===== src/rtl/ce_pulse_gen_pkg.sv =====
// Shared types and defaults for the clock-enable pulse generator.
package ce_pulse_gen_pkg;

  localparam int CNT_W_DEF   = 16;
  localparam int BURST_W_DEF = 8;
  localparam int DIV_MIN     = 1;

  typedef enum logic [1:0] {
    IDLE = 2'd0,
    RUN  = 2'd1,
    DONE = 2'd2
  } state_e;

endpackage


===== src/rtl/ce_sync2.sv =====
// Two-flop synchronizer for a single level control bit; output cleared by rst_n.
module ce_sync2 (
  input  logic clk,
  input  logic rst_n,
  input  logic d,
  output logic q
);

  logic meta;

  always_ff @(posedge clk or negedge rst_n) begin
    if (!rst_n) begin
      meta <= 1'b0;
      q    <= 1'b0;
    end else begin
      meta <= d;
      q    <= meta;
    end
  end

endmodule


===== src/rtl/ce_pulse_gen.sv =====
// Programmable one-cycle clock-enable pulse generator (continuous or burst) for a downstream DFF en.
// Define CE_PULSE_GEN_SYNC_IN_EN to pass start/stop through two-flop synchronizers (+2 cycles control latency).
module ce_pulse_gen
  import ce_pulse_gen_pkg::*;
#(
  parameter int CNT_W   = CNT_W_DEF,
  parameter int BURST_W = BURST_W_DEF
) (
  input  logic               clk,
  input  logic               rst_n,
  input  logic               start,
  input  logic               stop,
  input  logic [CNT_W-1:0]   div,
  input  logic [BURST_W-1:0] burst_len,
  output logic               en_out,
  output logic               busy,
  output logic               done,
  output logic [BURST_W-1:0] pulse_cnt
);

  logic start_s;
  logic stop_s;

`ifdef CE_PULSE_GEN_SYNC_IN_EN
  ce_sync2 u_sync_start (
    .clk   (clk),
    .rst_n (rst_n),
    .d     (start),
    .q     (start_s)
  );

  ce_sync2 u_sync_stop (
    .clk   (clk),
    .rst_n (rst_n),
    .d     (stop),
    .q     (stop_s)
  );
`else
  assign start_s = start;
  assign stop_s  = stop;
`endif

  state_e             state_q, state_d;
  logic [CNT_W-1:0]   cnt_q, cnt_d;
  logic [CNT_W-1:0]   div_q, div_d;
  logic [BURST_W-1:0] burst_q, burst_d;
  logic [BURST_W-1:0] pcnt_d;
  logic               en_d;
  logic               done_d;
  logic [CNT_W-1:0]   div_in_eff;
  logic               burst_hit;

  // A divide ratio of 0 behaves as 1 so the counter always has a valid reload.
  assign div_in_eff = (div < CNT_W'(DIV_MIN)) ? CNT_W'(DIV_MIN) : div;

  // Checked one cycle after the terminal pulse so it still gets its full en cycle.
  assign burst_hit = (burst_q != '0) && (pulse_cnt == burst_q);

  always_comb begin
    state_d = state_q;
    cnt_d   = cnt_q;
    div_d   = div_q;
    burst_d = burst_q;
    pcnt_d  = pulse_cnt;
    en_d    = 1'b0;
    done_d  = 1'b0;

    unique case (state_q)
      IDLE: begin
        if (start_s && !stop_s) begin
          state_d = RUN;
          div_d   = div_in_eff;
          burst_d = burst_len;
          cnt_d   = div_in_eff - CNT_W'(1);
          pcnt_d  = '0;
        end
      end

      RUN: begin
        if (stop_s) begin
          state_d = IDLE;
        end else if (burst_hit) begin
          state_d = DONE;
          done_d  = 1'b1;
        end else if (cnt_q == '0) begin
          en_d   = 1'b1;
          cnt_d  = div_q - CNT_W'(1);
          pcnt_d = pulse_cnt + BURST_W'(1);
        end else begin
          cnt_d = cnt_q - CNT_W'(1);
        end
      end

      DONE: begin
        state_d = IDLE;
      end

      default: begin
        state_d = IDLE;
      end
    endcase
  end

  always_ff @(posedge clk or negedge rst_n) begin
    if (!rst_n) begin
      state_q   <= IDLE;
      cnt_q     <= '0;
      div_q     <= '0;
      burst_q   <= '0;
      pulse_cnt <= '0;
      en_out    <= 1'b0;
      done      <= 1'b0;
      busy      <= 1'b0;
    end else begin
      state_q   <= state_d;
      cnt_q     <= cnt_d;
      div_q     <= div_d;
      burst_q   <= burst_d;
      pulse_cnt <= pcnt_d;
      en_out    <= en_d;
      done      <= done_d;
      busy      <= (state_d == RUN);
    end
  end

endmodule


===== config.mk =====
export PLATFORM = sky130hd
export DESIGN_NAME = ce_pulse_gen
export DESIGN_NICKNAME = d
export VERILOG_FILES = /design/src/rtl/ce_pulse_gen_pkg.sv /design/src/rtl/ce_sync2.sv /design/src/rtl/ce_pulse_gen.sv
export SDC_FILE = /design/constraint.sdc
export NUM_CORES = 1
export LEC_CHECK = 0
export BUFFER_PORTS_ARGS = -buffer_cell sky130_fd_sc_hd__buf_2
export CAP_MARGIN = 5
export CORE_AREA = 3 3 83 85
export CTS_BUF_LIST = sky130_fd_sc_hd__clkbuf_8
export DETAILED_ROUTE_END_ITERATION = 8
export DIE_AREA = 0 0 86 88
export GPL_TIMING_DRIVEN = 0
export PLACE_DENSITY_LB_ADDON = 0.08
export SLEW_MARGIN = 5
export SYNTH_ARGS = -nofsm -noshare
export SYNTH_HDL_FRONTEND = slang
export SYNTH_HIERARCHICAL = 1
export SYNTH_SLANG_ARGS = --single-unit

===== constraint.sdc =====
create_clock -name clk -period 8.45 [get_ports clk]
set_clock_uncertainty 0.1 [all_clocks]
set_input_delay 0 -clock clk [delete_from_list [all_inputs] [get_ports clk]]
set_output_delay 0 -clock clk [all_outputs]
set_load 0.03 [all_outputs]

== Word level (Yosys, flattened, before mapping) ==
Index checks and enable logic that the tools add are counted.
Storage, ports and cells
  logic and storage cells: 52
  output and inout port bits: 11
  flip-flop bits (word level): 53
Cells by class
  order comparisons: 1
  add/subtract/negate cells: 4
  reductions and logical operators: 10
  multiplexer cells: 22
  equal/unequal tests: 7
Operators by type and width (number)
  16-bit 2-to-1 mux: 5
  16-bit by 1-bit subtractor with 16-bit output (second input constant): 3
  8-bit 2-to-1 mux: 4
  16-bit one-hot mux with 2 select lines: 1
  16-bit zero test: 1
  16-bit by 1-bit less-than comparator with 1-bit output (second input constant): 1
  8-bit one-hot mux with 2 select lines: 1
  8-bit by 1-bit adder with 8-bit output (second input constant): 1
  8-bit equality test: 1
  2-bit != test (second input constant): 4
  8-bit nonzero test: 1
  1-bit 2-to-1 mux: 7
  2-bit 2-to-1 mux: 3
  5-bit AND reduction: 1
  2-bit by 1-bit equality test with 1-bit output (second input constant): 2
  2-bit one-hot mux with 2 select lines: 1
  4-bit AND reduction: 1
  1-bit logical AND: 2
  2-bit zero test: 1
  2-bit AND reduction: 1
  2-bit nonzero test: 1
  1-bit zero test: 1

== Depth between registers and ports, before layout ==
  word-level depth: 6
  mapped depth: 13
  gate-level depth less buffers: 11

== Worst setup path after synthesis ==
OpenSTA, ideal clock, no wires.
  path type: register to register
  from: reg cnt_q[7]
  to: reg cnt_q[6]
  slack: 5.330 ns
  setup time: 0.082 ns
  stages on the path, launching flop included: 14
  arrival: 2.938 ns
  cells stage by stage: dfrtp_1 > nor4_1 > and4_1 > clkbuf_1 > clkbuf_1 > a21oi_1 > nor2_1 > a21oi_1 > ha_1 > nor3b_1 > a211oi_2 > a21oi_1 > a21o_1 > a31oi_1
Between the ends
  cells in the longest elaborated chain, start to end: 5
Ends and longest elaborated chain
  start, declared: RTL line ce_pulse_gen.sv:44  | logic [CNT_W-1:0] cnt_q, cnt_d;
  start signal, assigned: RTL line ce_pulse_gen.sv:116  | cnt_q <= cnt_d;
  16-bit zero test: RTL line ce_pulse_gen.sv:85  | end else if (cnt_q == '0) begin
  16-bit 2-to-1 mux: RTL line ce_pulse_gen.sv:85
  16-bit 2-to-1 mux: RTL line ce_pulse_gen.sv:82  | end else if (burst_hit) begin
  16-bit 2-to-1 mux: RTL line ce_pulse_gen.sv:80  | if (stop_s) begin
  16-bit one-hot mux with 2 select lines: RTL line ce_pulse_gen.sv:68  | unique case (state_q)
Every way passes these cells. The select of a mux whose other input is x is not followed.
A chain may end at the register's enable or synchronous reset.

== Final worst setup path ==
  from: reg cnt_q[13]
  to: reg cnt_q[6]
The elaborated chain is that of the path after synthesis.

==> impl_results.md <==
- RSZ-0062 raised after global routing: no
- Critical path class: flop to flop
- Initial Util: 0.4853
- Arrival time worst endpoint: 4240 ps
- Min-delay worst type: input port to flop
- Setup TNS: 0 ps
- Routed wire length: 8.259 mm
- Final core occ: 0.5934
- Compound-gate portion of the synthesized area: 0.1417
- Worst setup EP type: flop
- WHS: 87.11 ps
- DR vias/cell: 5.700
- Final Setup Violations: 0
- Final ANT Viol Nets: 0
- Global Route met3 Usage: 0.03669
- Power Total: 787.7 uW
- WHS Endpoint: div_q[4]$_DFFE_PN0P_
- Worst r2r dst: cnt_q[6]$_DFFE_PN0P_
- DR vias: 2827
- GP Congestion: 0.9027
- Die Footprint: 7568 um2
- FF-to-FF path depth: 13
- YS warnings: 6
- R2R Setup Slk: 4350 ps
- Setup Buffers After CTS: 0
- DRC viols: 0
- Slew @ Worst Pin: 1083 ps
- Gr usage total: 0.2341
- Initial DRT Pass Iterations: 4
- H-tree levels: 2
- Clock Latency Late Sink: 310 ps
- Area delta synth->final: 22.26%
- CTS sink count: 53
- Min-delay src: start
- Clock root cell: clkbuf_8
- Period utilization: 0.4851
- Hold Crit Depth: 4
- DP Area: 3328 um2
- Final Max Slew Viols: 0
- Yosys reg bits: 53
- Post-synthesis xor/xnor area fraction: 0.04312
- Antenna Cells: 0
- First-pass GRT wire length: 13.98 mm
- Status: finished, final reports clean
- DR WL/cell: 16.65 um
- Synth Net Count: 378
- Core Area: 6277 um2
- Design Area, Final: 3725 um2
- Worst reg2reg path startpoint: cnt_q[13]$_DFFE_PN0P_
- Pleak: 0.001705 uW
- Post-synthesis sequential area ratio: 0.4353
- CTS tree: built
- FP Rows: 29
- Max IR drop VDD: 0.1204 mV
- Mapped cell area: 3047 um2
- Critical Path Fanout Max: 10
- Max-Cap Viols: 0
- Initial antenna violation count: 0
- Post-synth ARST share: 1.000
- Vias in the first global route: 2783
- Required time of the worst setup path: 8590 ps
- Commonest non-fill, non-tap cells in the layout: 89 x nand2_1, 53 x dfrtp_1, 37 x buf_2, 31 x nor2_1, 26 x dlygate4sd3_1
- Layout cells sized above 1: 0.1551
- Slew HR: 0.2763
- CTS buffer count: 5
- Ys flop type: dfrtp_1
- Die Width: 86 um
- GR Util met2: 0.3742
- Top-Level Pins: 39
- Adder-Cell Fraction of Synth Area: 0.008214
- FMAX: 0.2440 GHz
- CTS-repair resized insts: 0
- DP Wirelength: 5.696 mm
- Simple-Gate Fraction of Synth Area: 0.2895
- GR Util met1: 0.3274
- Iter 0 DRT Violations: 202
- Distinct cells, synth: 55
- Multiplexer share of the synthesized area: 0.04969
- Power Dens Cells: 211.5 nW/um2
- Port Buffers: 37
- Gate Count Post-Synth: 348
- Largest family of logic cells by synthesized area: simple AND/OR/NAND/NOR gates
- Top Usage Layer GRT: met2
- Synthesized area per cell: 8.755 um2
- Min cycle time layout: 4099 ps
- Clk pin slew, worst setup/hold paths: 100 ps
- Worst setup SP type: flop
- Most common cell after layout, fill and taps aside: nand2_1
- DIE HEIGHT: 88 um
- Clock tree buffer depth: 2
- Largest net degree at the start of global routing: 54
- Fin nets: 448
- Grt total ovfl: 0
- Fin. Hold Viols: 0
- Post-synth EDFFs: 0
-- repair_timing --
item,4_1_cts,5_1_grt
endpoints found under the setup margin,0,0
hold buffers,26,0
hold endpoints to repair,81,0
-- final cells by class --
cell class,count,area [um2]
Inverter,2,7.507
Clock inverter,3,65.06
Multi-Input combinational cell,275,1622
Timing Repair Buffer,63,447.9
Buffer,18,91.34
Fill cell,563,2552
Clock buffer,5,68.82
Tap cell,77,96.34
Sequential cell,53,1326
-- per-layer routing --
metal / vias up / part of all wire
li1: 1387 / -
met1: 1359 / 0.47
met2: 71 / 0.47
met3: 10 / 0.053
met4: 0 / 0.012
met5: - / 0
-- through the flow --
stage / std cells / setup WS [ps]
final: 496 / 4351
after global routing: 496 / 4108
after CTS: 496 / 4365
after detailed placement: 462 / 4405
after global placement: 462 / 4472
after floorplan: 348 / 5330
-- sequential cells by signal, indices dropped and copies added (netlist names) --
name / flops
cnt_q: 16
div_q: 16
burst_q: 8
pulse_cnt: 8
state_q: 2
busy: 1
done: 1
en_out: 1
-- cell families after synthesis --
kind of cell,Yosys count
adder cells (fa/ha/maj),2
AO/OA/AOI/OAI,63
multiplexers,13
flip-flops,53
AND/OR/NAND/NOR,182
XOR/XNOR,15
buffers and inverters,20
-- worst max-delay path, stage by stage (launching register included) --
cell and delay (ps):
dfrtp_1 420, nor4_1 550, and4_1 260, clkbuf_1 270, clkbuf_1 500, a21oi_1 150
nor2_1 110, a21oi_1 50, ha_1 260, nor3b_1 160, a211oi_2 660, a21oi_1 170
a21o_1 220, a31oi_1 150
-- power breakdown --
| part | total, uW | internal, uW | switching (uW) |
|---|---|---|---|
| combinational | 214 | 91.9 | 122 |
| clock | 207 | 118 | 88.8 |
| sequential | 367 | 309 | 57.8 |
| total | 788 | 519 | 269 |
-- how the worst max path moves through the flow --
| stage | from | endpoint | slack, ps |
|---|---|---|---|
| floorplan | cnt_q[7]$_DFFE_PN0P_ | cnt_q[6]$_DFFE_PN0P_ | 5330 |
| finish | cnt_q[13]$_DFFE_PN0P_ | cnt_q[6]$_DFFE_PN0P_ | 4350 |
| detailed placement | cnt_q[13]$_DFFE_PN0P_ | cnt_q[6]$_DFFE_PN0P_ | 4400 |
| global route | cnt_q[13]$_DFFE_PN0P_ | cnt_q[6]$_DFFE_PN0P_ | 4110 |
| CTS | cnt_q[7]$_DFFE_PN0P_ | cnt_q[6]$_DFFE_PN0P_ | 4360 |
| global placement | cnt_q[7]$_DFFE_PN0P_ | cnt_q[6]$_DFFE_PN0P_ | 4470 |
-- synth_stat cells (3+ instances only) --
library cell / number / area share
a21oi_1: 12 / 0.020
buf_6: 3 / 0.011
nand2_1: 89 / 0.11
xnor2_1: 3 / 0.0086
nand4_1: 8 / 0.016
o21ai_0: 6 / 0.0099
a31oi_1: 14 / 0.029
mux2i_1: 8 / 0.026
or4_1: 5 / 0.012
nor3_1: 5 / 0.0082
nor4_1: 13 / 0.027
and2_1: 3 / 0.0062
nand2b_1: 3 / 0.0062
o21ai_1: 8 / 0.013
a31o_2: 3 / 0.0086
dfrtp_1: 53 / 0.44
xor2_1: 12 / 0.034
nand3_1: 7 / 0.011
nor2_1: 31 / 0.038
clkbuf_1: 14 / 0.017
a211o_1: 3 / 0.0086
o31ai_1: 5 / 0.012
No activity file was read; power rests on OpenSTA's default activity.
